File: src/rtl/wavetable_pkg.sv
// Shared types and defaults for the wavetable reader: FSM state encoding,
// default bus widths and the fractional-width helper.
package wavetable_pkg;

    localparam int ADDR_W_DEF   = 16;
    localparam int TABLE_AW_DEF = 10;
    localparam int DATA_W_DEF   = 16;

    typedef enum logic [2:0] {
        ST_IDLE,
        ST_FETCH0,
        ST_FETCH1,
        ST_CAP,
        ST_INTERP
    } state_e;

    // Phase bits below the table index are the interpolation fraction.
    function automatic int frac_w(input int addr_w, input int table_aw);
        return addr_w - table_aw;
    endfunction

endpackage

File: src/rtl/wavetable_reader_lerp.sv
// wt_lerp: combinational linear interpolation s0 + ((s1-s0)*frac >>> FRAC_W).
// Only compiled when WAVETABLE_INTERP_EN is defined, the only build that uses it.
`ifdef WAVETABLE_INTERP_EN
module wt_lerp #(
    parameter int DATA_W = 16,
    parameter int FRAC_W = 6
) (
    input  logic signed [DATA_W-1:0] s0_i,
    input  logic signed [DATA_W-1:0] s1_i,
    input  logic        [FRAC_W-1:0] frac_i,
    output logic signed [DATA_W-1:0] result_o
);

    localparam int PW = DATA_W + FRAC_W + 2;

    logic signed [DATA_W:0] diff;
    logic signed [PW-1:0]   prod;
    logic signed [DATA_W:0] step;

    assign diff = $signed({s1_i[DATA_W-1], s1_i}) - $signed({s0_i[DATA_W-1], s0_i});
    assign prod = $signed({{(FRAC_W+1){diff[DATA_W]}}, diff})
                * $signed({{(DATA_W+2){1'b0}}, frac_i});

    // Arithmetic shift floors toward -inf, so the result always lies between s0 and s1.
    assign step     = (DATA_W+1)'(prod >>> FRAC_W);
    assign result_o = DATA_W'($signed({s0_i[DATA_W-1], s0_i}) + step);

endmodule
`endif

File: src/rtl/wavetable_reader.sv
// Phase word -> wavetable ROM fetch -> (optionally interpolated) signed sample.
// WAVETABLE_INTERP_EN selects 2-tap linear interpolation; otherwise nearest-lower lookup.
module wavetable_reader
    import wavetable_pkg::*;
#(
    parameter int ADDR_W   = ADDR_W_DEF,
    parameter int TABLE_AW = TABLE_AW_DEF,
    parameter int DATA_W   = DATA_W_DEF
) (
    input  logic                i_clk5MHz,
    input  logic                i_rst,
    input  logic [ADDR_W-1:0]   i_phase,
    input  logic                i_valid,
    output logic                o_ready,
    output logic [TABLE_AW-1:0] o_rom_addr,
    input  logic [DATA_W-1:0]   i_rom_data,
    output logic [DATA_W-1:0]   o_sample,
    output logic                o_valid
);

    localparam int FRAC_W = frac_w(ADDR_W, TABLE_AW);

    state_e              state_q;
    logic [TABLE_AW-1:0] rom_addr_q;
    logic [DATA_W-1:0]   sample_q;
    logic                valid_q;

    assign o_ready    = (state_q == ST_IDLE);
    assign o_rom_addr = rom_addr_q;
    assign o_sample   = sample_q;
    assign o_valid    = valid_q;

`ifdef WAVETABLE_INTERP_EN
    logic        [FRAC_W-1:0] frac_q;
    logic signed [DATA_W-1:0] s0_q;
    logic signed [DATA_W-1:0] s1_q;
    logic signed [DATA_W-1:0] lerp_result;

    wt_lerp #(
        .DATA_W (DATA_W),
        .FRAC_W (FRAC_W)
    ) u_lerp (
        .s0_i     (s0_q),
        .s1_i     (s1_q),
        .frac_i   (frac_q),
        .result_o (lerp_result)
    );

    // NOTE: reset is synchronous and checked first, so it overrides an accept in the same cycle.
    always_ff @(posedge i_clk5MHz) begin
        if (i_rst) begin
            state_q    <= ST_IDLE;
            rom_addr_q <= '0;
            frac_q     <= '0;
            s0_q       <= '0;
            s1_q       <= '0;
            sample_q   <= '0;
            valid_q    <= 1'b0;
        end else begin
            valid_q <= 1'b0;
            case (state_q)
                ST_IDLE: begin
                    if (i_valid) begin
                        rom_addr_q <= i_phase[ADDR_W-1:FRAC_W];
                        frac_q     <= i_phase[FRAC_W-1:0];
                        state_q    <= ST_FETCH0;
                    end
                end
                ST_FETCH0: begin
                    // Top entry wraps to index 0 so the table behaves as one period.
                    rom_addr_q <= rom_addr_q + TABLE_AW'(1);
                    state_q    <= ST_FETCH1;
                end
                ST_FETCH1: begin
                    s0_q    <= i_rom_data;
                    state_q <= ST_CAP;
                end
                ST_CAP: begin
                    s1_q    <= i_rom_data;
                    state_q <= ST_INTERP;
                end
                ST_INTERP: begin
                    sample_q <= lerp_result;
                    valid_q  <= 1'b1;
                    state_q  <= ST_IDLE;
                end
                default: state_q <= ST_IDLE;
            endcase
        end
    end
`else
    logic unused_frac;
    assign unused_frac = ^i_phase[FRAC_W-1:0];

    // NOTE: reset is synchronous and checked first, so it overrides an accept in the same cycle.
    always_ff @(posedge i_clk5MHz) begin
        if (i_rst) begin
            state_q    <= ST_IDLE;
            rom_addr_q <= '0;
            sample_q   <= '0;
            valid_q    <= 1'b0;
        end else begin
            valid_q <= 1'b0;
            case (state_q)
                ST_IDLE: begin
                    if (i_valid) begin
                        rom_addr_q <= i_phase[ADDR_W-1:FRAC_W];
                        state_q    <= ST_FETCH0;
                    end
                end
                ST_FETCH0: state_q <= ST_FETCH1;
                ST_FETCH1: begin
                    sample_q <= i_rom_data;
                    valid_q  <= 1'b1;
                    state_q  <= ST_IDLE;
                end
                default: state_q <= ST_IDLE;
            endcase
        end
    end
`endif

endmodule

File: config.mk
export PLATFORM = sky130hd
export DESIGN_NAME = wavetable_reader
export DESIGN_NICKNAME = d
export VERILOG_FILES = /design/src/rtl/wavetable_pkg.sv /design/src/rtl/wavetable_reader_lerp.sv /design/src/rtl/wavetable_reader.sv
export SDC_FILE = /design/constraint.sdc
export NUM_CORES = 1
export LEC_CHECK = 0
export ABC_AREA = 1
export BUFFER_PORTS_ARGS = -buffer_cell sky130_fd_sc_hd__buf_2
export CELL_PAD_IN_SITES_DETAIL_PLACEMENT = 1
export CELL_PAD_IN_SITES_GLOBAL_PLACEMENT = 2
export CORE_UTILIZATION = 24
export CTS_CLUSTER_SIZE = 25
export DETAILED_ROUTE_END_ITERATION = 8
export PLACE_DENSITY_LB_ADDON = 0.1
export SYNTH_ARGS = -nofsm -noshare
export SYNTH_HDL_FRONTEND = slang
export SYNTH_SLANG_ARGS = --single-unit
File: constraint.sdc
create_clock -name i_clk5MHz -period 2.27 [get_ports i_clk5MHz]
set_clock_uncertainty 0.2 [all_clocks]
set_input_delay 0.454 -clock i_clk5MHz [delete_from_list [all_inputs] [get_ports i_clk5MHz]]
set_output_delay 0.454 -clock i_clk5MHz [all_outputs]
set_load 0.1 [all_outputs]
==> results of run 1 <==
[cells in the mapped netlist]
library cell / number / area [µm²]
a21oi_1: 8 / 40.0
a21oi_2: 2 / 17.5
buf_2: 3 / 15.0
buf_4: 1 / 7.51
buf_6: 4 / 45.0
dfxtp_1: 29 / 581
inv_1: 10 / 37.5
inv_2: 2 / 7.51
inv_4: 1 / 6.26
nand2_1: 11 / 41.3
nand2_4: 1 / 11.3
nand3_1: 2 / 10.0
nand3_2: 8 / 80.1
nor2_1: 44 / 165
nor2_2: 1 / 6.26
nor3_1: 1 / 5.00
o21ai_0: 7 / 35.0
o21ai_1: 9 / 45.0
[how the worst max path moves through the flow]
stage | start | endpoint | slack, ns | cells after the start
floorplan | o_rom_addr[3] | o_rom_addr[3] | 0.68 | 0
global placement | i_rst | o_sample[4] | 0.81 | 4
detailed placement | i_rst | o_sample[15] | 0.76 | 4
CTS | state_q[1] | o_ready | 0.53 | 2
global route | state_q[1] | o_ready | 0.51 | 2
finish | o_sample[6] | o_sample[6] | 0.57 | 1
[flip-flops by register name, summed over array words and instances, names as in the netlist]
signal	flops
state_q	2
o_rom_addr	10
o_valid	1
o_sample	16
[power groups by stage]
stage | Sequential, mW | Combinational (mW) | Clock, mW
after floorplan | 0.774 | 0.106 | 0
after global routing | 0.559 | 0.402 | 0.597
after global placement | 0.565 | 0.376 | 0
after CTS | 0.555 | 0.383 | 0.574
after detailed placement | 0.567 | 0.382 | 0
final | 0.555 | 0.378 | 0.548
[cell families after synthesis]
| group | count (synthesis) | share of synthesized area, % |
|---|---|---|
| simple gates | 68 | 27.6 |
| buf+inv | 21 | 10.3 |
| compound gates | 26 | 11.9 |
| flops | 29 | 50.2 |
[per-layer routing]
metal | global-route usage [%] | vias up | share of wire [%]
met4 | 5.33 | 0 | 1.7
li1 | - | 564 | -
met2 | 22.8 | 36 | 49
met5 | 0 | - | 0
met1 | 13.9 | 504 | 42
met3 | 4.92 | 5 | 7.2
[area by class of cell]
| type | instances | share of cell area [%] |
|---|---|---|
| Inverter | 13 | 3.26 |
| Timing Repair Buffer | 57 | 19.3 |
| Clock inverter | 1 | 1.91 |
| Multi-Input combinational cell | 94 | 29.0 |
| Sequential cell | 29 | 36.9 |
| Tap cell | 52 | 4.14 |
| Clock buffer | 7 | 5.49 |
==> impl_metrics.json, run 1 <==
{
  "setup_tns_ns": 0,
  "holdPathStages": 2,
  "layout.cells.most_common_list": "buf_2, nor2_1, dfxtp_1, nand2_1, inv_1",
  "cts_resized": 0,
  "reg2reg_depth": 5,
  "reg2reg_from": "state_q[1]",
  "multi_input_area_um2": 457,
  "switchingPower_mw": 0.508,
  "die_w_um": 71.4,
  "rsz0062_at_grt": "false",
  "setup_violations": 0,
  "p_int_mw": 0.973,
  "wl_per_cell_um": 11.4,
  "grt_max_degree": 27,
  "worst_setup_path_end_kind": "primary output",
  "dieArea_um2": 5100,
  "critical_path_required_ns": 1.62,
  "mostFrequentLayoutCell": "buf_2",
  "crit_buf_inv": 1,
  "register_area_um2": 581,
  "fin_cells": 253,
  "routabilityCongestion": 0.624,
  "sequentialPowerShare_pct": 37.5,
  "dpl_worst_slack_ns": 0.765,
  "p_total_mw": 1.48,
  "start_util_pct": 25.7,
  "synth_area_um2": 1160,
  "synth_nets": 179,
  "hold_end": "o_valid",
  "switching_share_pct": 34.3,
  "slowest_delay_ns": 0.43,
  "post-route-util_pct": 34.9,
  "grt_pass1_vias": 1157,
  "grt.overflow.total": 0,
  "crit_arrival_ns": 1.05,
  "critPathKind": "flip-flop to primary output",
  "p_clk_share_pct": 37.0,
  "num_antenna_cells": 0,
  "cts_tree": "yes",
  "fin_crit_ns": 1.70,
  "violations": "DRC",
  "drtPass1Iterations": 6,
  "finalInstanceArea_um2": 1570,
  "cts_hold_buf": 0,
  "status": "finished, violations left",
  "ys_types": 18,
  "final-hold-violation-count": 0,
  "slowest_stage": "buf_2",
  "hp-start": "i_rst",
  "worstPathCellList": "buf_2",
  "die_h_um": 71.4,
  "ant_nets": 0,
  "finalWirelength_um": 2880,
  "maxSlewHeadroom_pct": 67.2,
  "cts_setup_buffers": 0,
  "drt-initial-drc-count": 34,
  "grt_antenna_before_repair": 0,
  "r2r_slack_ns": 0.85,
  "fmax_mhz": 587,
  "cts_buffers": 5,
  "vias": 1109,
  "avgViaCountPerCell": 4.38,
  "start_kind": "flip-flop",
  "placed_area_um2": 1460,
  "io_buffers": 56,
  "yosysSeqAreaShare_pct": 50.2,
  "rows": 24,
  "grt_use_total_pct": 12.9,
  "hold_class": "primary input to flip-flop",
  "maxCapViolCount": 0,
  "p_leak_nw": 0.798,
  "fillers": 587,
  "core_um2": 4500,
  "powerDensity_nw_per_um2": 942,
  "peakVddDrop_mv": 0.311,
  "dpl.hpwl_um": 2040,
  "area_growth_pct": 36.0,
  "crit_fanout": 2,
  "clk_pin_slew_ns": 0.07,
  "reg2reg_to": "o_rom_addr[4]",
  "insertion_delay_ns": 0.28,
  "worst_pin_slew_ns": 0.496,
  "avgSynthCellArea_um2": 8.03,
  "cts_buffer_depth": 2,
  "root_buffer": "clkbuf_8",
  "drive_gt1_share_pct": 39.3,
  "placed_cells": 245,
  "synth_cells": 144,
  "io_pins": 63,
  "ys_ff_latch": 29,
  "ctsHtreeMaxLevel": 2,
  "fin_hold_ws_ns": 0.188,
  "slew_violations": 0,
  "yosys_warnings": 0,
  "cp_top_family": "buffers and inverters",
  "grt_first_pass_wirelength_um": 5130,
  "combPwrFrac_pct": 25.5,
  "clkSinkCount": 29,
  "fin_crit_sh_pct": 75.1,
  "final_nets": 235,
  "drc": 4,
  "setup_slack_ns": 0.566
}
No activity file was read; power rests on OpenSTA's default activity.
==> run 2, diff against run 1 <==
--- a/config.mk
+++ b/config.mk
@@ -9,7 +9,7 @@
 export BUFFER_PORTS_ARGS = -buffer_cell sky130_fd_sc_hd__buf_2
 export CELL_PAD_IN_SITES_DETAIL_PLACEMENT = 1
 export CELL_PAD_IN_SITES_GLOBAL_PLACEMENT = 2
-export CORE_UTILIZATION = 24
+export CORE_UTILIZATION = 22
 export CTS_CLUSTER_SIZE = 25
 export DETAILED_ROUTE_END_ITERATION = 8
 export PLACE_DENSITY_LB_ADDON = 0.1
==> constraint.sdc (replaced) <==
create_clock -name i_clk5MHz -period 1.7 [get_ports i_clk5MHz]
set_clock_uncertainty 0.2 [all_clocks]
set_input_delay 0.34 -clock i_clk5MHz [delete_from_list [all_inputs] [get_ports i_clk5MHz]]
set_output_delay 0.34 -clock i_clk5MHz [all_outputs]
set_load 0.1 [all_outputs]
==> run 2 against run 1 <==
Against the previous run: the run now ends clean; final cell count is 7.5% higher; largest cell class unchanged; hold slack worse by 0.093 ns; count of clock-buffer cells in the layout is 1 higher; core utilization is 4.0 points lower; largest power group unchanged; sequential share of layout area is 0.15 points higher; clock power is 3.8% lower; register-to-register slack worse by 0.51 ns; critical path type unchanged; routed wire length is 10% higher; via count hardly changed; die area is 8.8% higher; power is 20% higher.
==> impl_metrics.json, run 2 (synthesized netlist as in run 1, its figures left out) <==
{
  "status": "finished, final reports clean",
  "final_nets": 236,
  "holdPathStages": 2,
  "grt_use_total_pct": 12.4,
  "hp-start": "i_rst",
  "dieArea_um2": 5550,
  "num_antenna_cells": 0,
  "maxCapViolCount": 0,
  "setup_violations": 0,
  "critical_path_required_ns": 1.16,
  "vias": 1108,
  "finalWirelength_um": 3170,
  "fin_crit_sh_pct": 95.6,
  "grt_pass1_vias": 1111,
  "cts_tree": "yes",
  "ctsHtreeMaxLevel": 2,
  "die_h_um": 74.5,
  "largest_reg_flops": 16,
  "routabilityCongestion": 0.631,
  "cp.depth": 2,
  "grt_max_degree": 27,
  "hold_end": "state_q[0]",
  "reg2reg_to": "o_rom_addr[5]",
  "start_util_pct": 22.8,
  "powerDensity_nw_per_um2": 1140,
  "cts_resized": 0,
  "crit_buf_inv": 1,
  "root_buffer": "clkbuf_8",
  "io_pins": 63,
  "crit_fanout": 3,
  "area_growth_pct": 35.5,
  "dpl.hpwl_um": 2270,
  "cts_setup_buffers": 0,
  "reg2reg_depth": 5,
  "mostFrequentLayoutCell": "buf_2",
  "cp_top_family": "flip-flops",
  "cts_buffer_depth": 2,
  "reg2reg_from": "state_q[1]",
  "grt.overflow.total": 0,
  "wl_per_cell_um": 11.7,
  "cp-startpoint": "state_q[1]",
  "insertion_delay_ns": 0.27,
  "cts_hold_buf": 0,
  "io_buffers": 56,
  "setup_tns_ns": 0,
  "die_w_um": 74.5,
  "p_total_mw": 1.78,
  "critPathKind": "flip-flop to primary output",
  "worst_pin_slew_ns": 0.495,
  "maxSlewHeadroom_pct": 67.2,
  "core_um2": 5070,
  "slew_violations": 0,
  "start_kind": "flip-flop",
  "slowest_delay_ns": 0.35,
  "drc": 0,
  "layout.cells.most_common_list": "buf_2, nor2_1, dfxtp_1, nand2_1, inv_1",
  "fmax_mhz": 615,
  "cts_buffers": 5,
  "grt_first_pass_wirelength_um": 5050,
  "drive_gt1_share_pct": 38.6,
  "slowest_stage": "dfxtp_1",
  "fin_crit_ns": 1.63,
  "ant_nets": 0,
  "peakVddDrop_mv": 0.313,
  "worstPathCellList": "nor2_2 > buf_12",
  "rows": 26,
  "clkSinkCount": 29,
  "worst_setup_path_end_kind": "primary output",
  "hold_class": "primary input to flip-flop",
  "rsz0062_at_grt": "false",
  "final-hold-violation-count": 0,
  "avgViaCountPerCell": 4.07,
  "p_leak_nw": 0.784,
  "r2r_slack_ns": 0.34,
  "grt_antenna_before_repair": 0,
  "clk_pin_slew_ns": 0.06,
  "crit_arrival_ns": 1.09,
  "drtPass1Iterations": 3,
  "drt-initial-drc-count": 28
}
run 2: how the worst max path moves through the flow:
stage                    endpoint
finish                    o_ready
CTS                       o_ready
global placement      o_sample[3]
global route              o_ready
floorplan           o_rom_addr[3]
detailed placement    o_sample[2]
run 2: layer usage:
layer | vias to the layer above | share of wire, % | track usage [%] | wire length (µm)
li1 | 562 | - | - | -
met1 | 505 | 40 | 13.4 | 1280
met2 | 33 | 51 | 21.3 | 1630
met3 | 8 | 6.7 | 4.88 | 212
met4 | 0 | 1.8 | 5.66 | 56
met5 | - | 0 | 0 | 0
run 2: layout make-up:
class,instances,area (µm²)
clock buffer,8,80.1
timing repair buffer,58,310
sequential,29,581
inverter,13,51.3
tap,70,87.6
multi-input combinational,94,457
fill,646,3510
run 2: stage by stage:
step                cell area (µm²)  std cells  utilization [%]  worst slack (ns)  hold WS, ns
floorplan                      1160        144                -             0.221        0.212
global placement               1490        264             29.3             0.347        0.258
detailed placement             1490        264             29.3             0.267        0.266
CTS                            1570        272             30.9            0.0576       0.0819
global route                   1570        272             30.9            0.0265       0.0851
finish                         1570        272             30.9            0.0743       0.0942
run 2: report_power, final:
group / switching, mW / leakage (nW) / internal, mW
registers: 0.0217 / 0.238 / 0.721
clock network: 0.237 / 0.0395 / 0.290
logic: 0.407 / 0.506 / 0.104
total: 0.665 / 0.784 / 1.12
==> run 3, diff against run 2 <==
--- a/config.mk
+++ b/config.mk
@@ -9,9 +9,10 @@
 export BUFFER_PORTS_ARGS = -buffer_cell sky130_fd_sc_hd__buf_2
 export CELL_PAD_IN_SITES_DETAIL_PLACEMENT = 1
 export CELL_PAD_IN_SITES_GLOBAL_PLACEMENT = 2
-export CORE_UTILIZATION = 22
+export CORE_UTILIZATION = 24
 export CTS_CLUSTER_SIZE = 25
 export DETAILED_ROUTE_END_ITERATION = 8
+export GPL_ROUTABILITY_DRIVEN = 0
 export PLACE_DENSITY_LB_ADDON = 0.1
 export SYNTH_ARGS = -nofsm -noshare
 export SYNTH_HDL_FRONTEND = slang
==> constraint.sdc (replaced) <==
create_clock -name i_clk5MHz -period 1.9 [get_ports i_clk5MHz]
set_clock_uncertainty 0.2 [all_clocks]
set_input_delay 0.38 -clock i_clk5MHz [delete_from_list [all_inputs] [get_ports i_clk5MHz]]
set_output_delay 0.38 -clock i_clk5MHz [all_outputs]
set_load 0.1 [all_outputs]
==> run 3 against run 2 <==
Against the previous run: the flow now finishes with violations (DRC); clock power decreased by 8.0%; register-to-register slack improved by 0.20 ns; hold slack better by 0.022 ns; sequential power fell by 11%; sequential cell count did not move; combinational power fell by 11%; non-clock buffer count unchanged; core utilization up 3.5 points; first-iteration DRC count up 29%.
==> impl_metrics.json, run 3 (synthesized netlist as in run 1, its figures left out) <==
{
  "io_pins": 63,
  "layout.cells.most_common_list": "buf_2, nor2_1, dfxtp_1, nand2_1, inv_1",
  "peakVddDrop_mv": 0.411,
  "start_kind": "flip-flop",
  "vias": 1102,
  "p_total_mw": 1.60,
  "slowest_stage": "buf_2",
  "grt_antenna_before_repair": 0,
  "fmax_mhz": 609,
  "worstPathCellList": "buf_2",
  "finalWirelength_um": 2930,
  "worst_setup_path_end_kind": "primary output",
  "p_leak_nw": 0.789,
  "clk_pin_slew_ns": 0.06,
  "fin_cells": 254,
  "setup_tns_ns": 0,
  "crit_buf_inv": 1,
  "die_h_um": 71.4,
  "grt.overflow.total": 0,
  "core_um2": 4500,
  "hold_class": "primary input to flip-flop",
  "cts_resized": 0,
  "cts_buffers": 5,
  "largest_reg_flops": 16,
  "drc": 4,
  "cts_setup_buffers": 0,
  "placed_area_um2": 1460,
  "crit_arrival_ns": 1.06,
  "grt_max_degree": 27,
  "drtPass1Iterations": 6,
  "rows": 24,
  "fin_crit_sh_pct": 86.5,
  "area_growth_pct": 33.8,
  "drive_gt1_share_pct": 39.6,
  "slowest_delay_ns": 0.44,
  "ant_nets": 0,
  "dpl.hpwl_um": 2080,
  "io_buffers": 56,
  "rsz0062_at_grt": "false",
  "num_antenna_cells": 0,
  "cts_buffer_depth": 2,
  "maxSlewHeadroom_pct": 66.9,
  "die_w_um": 71.4,
  "cp_top_family": "buffers and inverters",
  "grt_use_total_pct": 12.7,
  "root_buffer": "clkbuf_8",
  "violations": "DRC",
  "finalInstanceArea_um2": 1550,
  "drt-initial-drc-count": 36,
  "cts_tree": "yes",
  "avgViaCountPerCell": 4.34,
  "grt_pass1_vias": 1091,
  "fin_crit_ns": 1.64,
  "setup_slack_ns": 0.257,
  "setup_violations": 0,
  "powerDensity_nw_per_um2": 1040,
  "clkSinkCount": 29,
  "reg2reg_from": "state_q[1]",
  "worst_pin_slew_ns": 0.499,
  "wl_per_cell_um": 11.5,
  "crit_fanout": 2,
  "critical_path_required_ns": 1.32,
  "mostFrequentLayoutCell": "buf_2",
  "final_nets": 236,
  "critPathKind": "flip-flop to primary output",
  "start_util_pct": 25.7,
  "status": "finished, violations left",
  "cp-startpoint": "o_rom_addr[4]",
  "maxCapViolCount": 0,
  "placed_cells": 246,
  "slew_violations": 0,
  "ctsHtreeMaxLevel": 2,
  "dieArea_um2": 5100,
  "grt_first_pass_wirelength_um": 4920,
  "insertion_delay_ns": 0.27,
  "dpl_worst_slack_ns": 0.485,
  "final-hold-violation-count": 0,
  "hp-start": "i_rst",
  "cts_hold_buf": 0
}
run 3: cell types whose count changed in the layout (fill, tap and decap cells not counted), sizes merged:
cell | previous run | this run
clkbuf | 8 | 6
clkinv | 0 | 2
run 3: worst paths after layout:
path	endpoint	slack (ns)	depth (start not counted)
worst max-delay path	o_rom_addr[4]	0.26	1
worst min register to register	o_rom_addr[5]	0.27	2
worst min-delay path	state_q[0]	0.12	2
worst max register to register	o_rom_addr[4]	0.54	5
run 3: cell type report:
class | instances | area [µm²]
clock buffers | 6 | 72.6
repair buffers | 58 | 310
well taps | 52 | 65.1
inverters | 13 | 51.3
flip-flops and latches | 29 | 581
multi-input cells | 94 | 457
fillers | 578 | 2960
clock inverters | 2 | 10.0
run 3: metrics by stage:
stage	utilization [%]	hold slack (ns)
finish	34.3	0.116
global route	34.3	0.115
CTS	34.3	0.104
detailed placement	32.5	0.266
global placement	32.5	0.258
floorplan	-	0.252
run 3: report_power, final:
part           total (mW)  switching, mW  internal, mW
clock               0.485          0.232         0.253
sequential          0.663         0.0183         0.645
combinational       0.454          0.361        0.0933
run 3: routing by layer:
metal | vias to the layer above | wire length, µm | track usage, %
li1 | 566 | - | -
met1 | 495 | 1320 | 14.0
met2 | 36 | 1370 | 21.7
met3 | 5 | 188 | 5.20
met4 | 0 | 47 | 5.33
met5 | - | 0 | 0
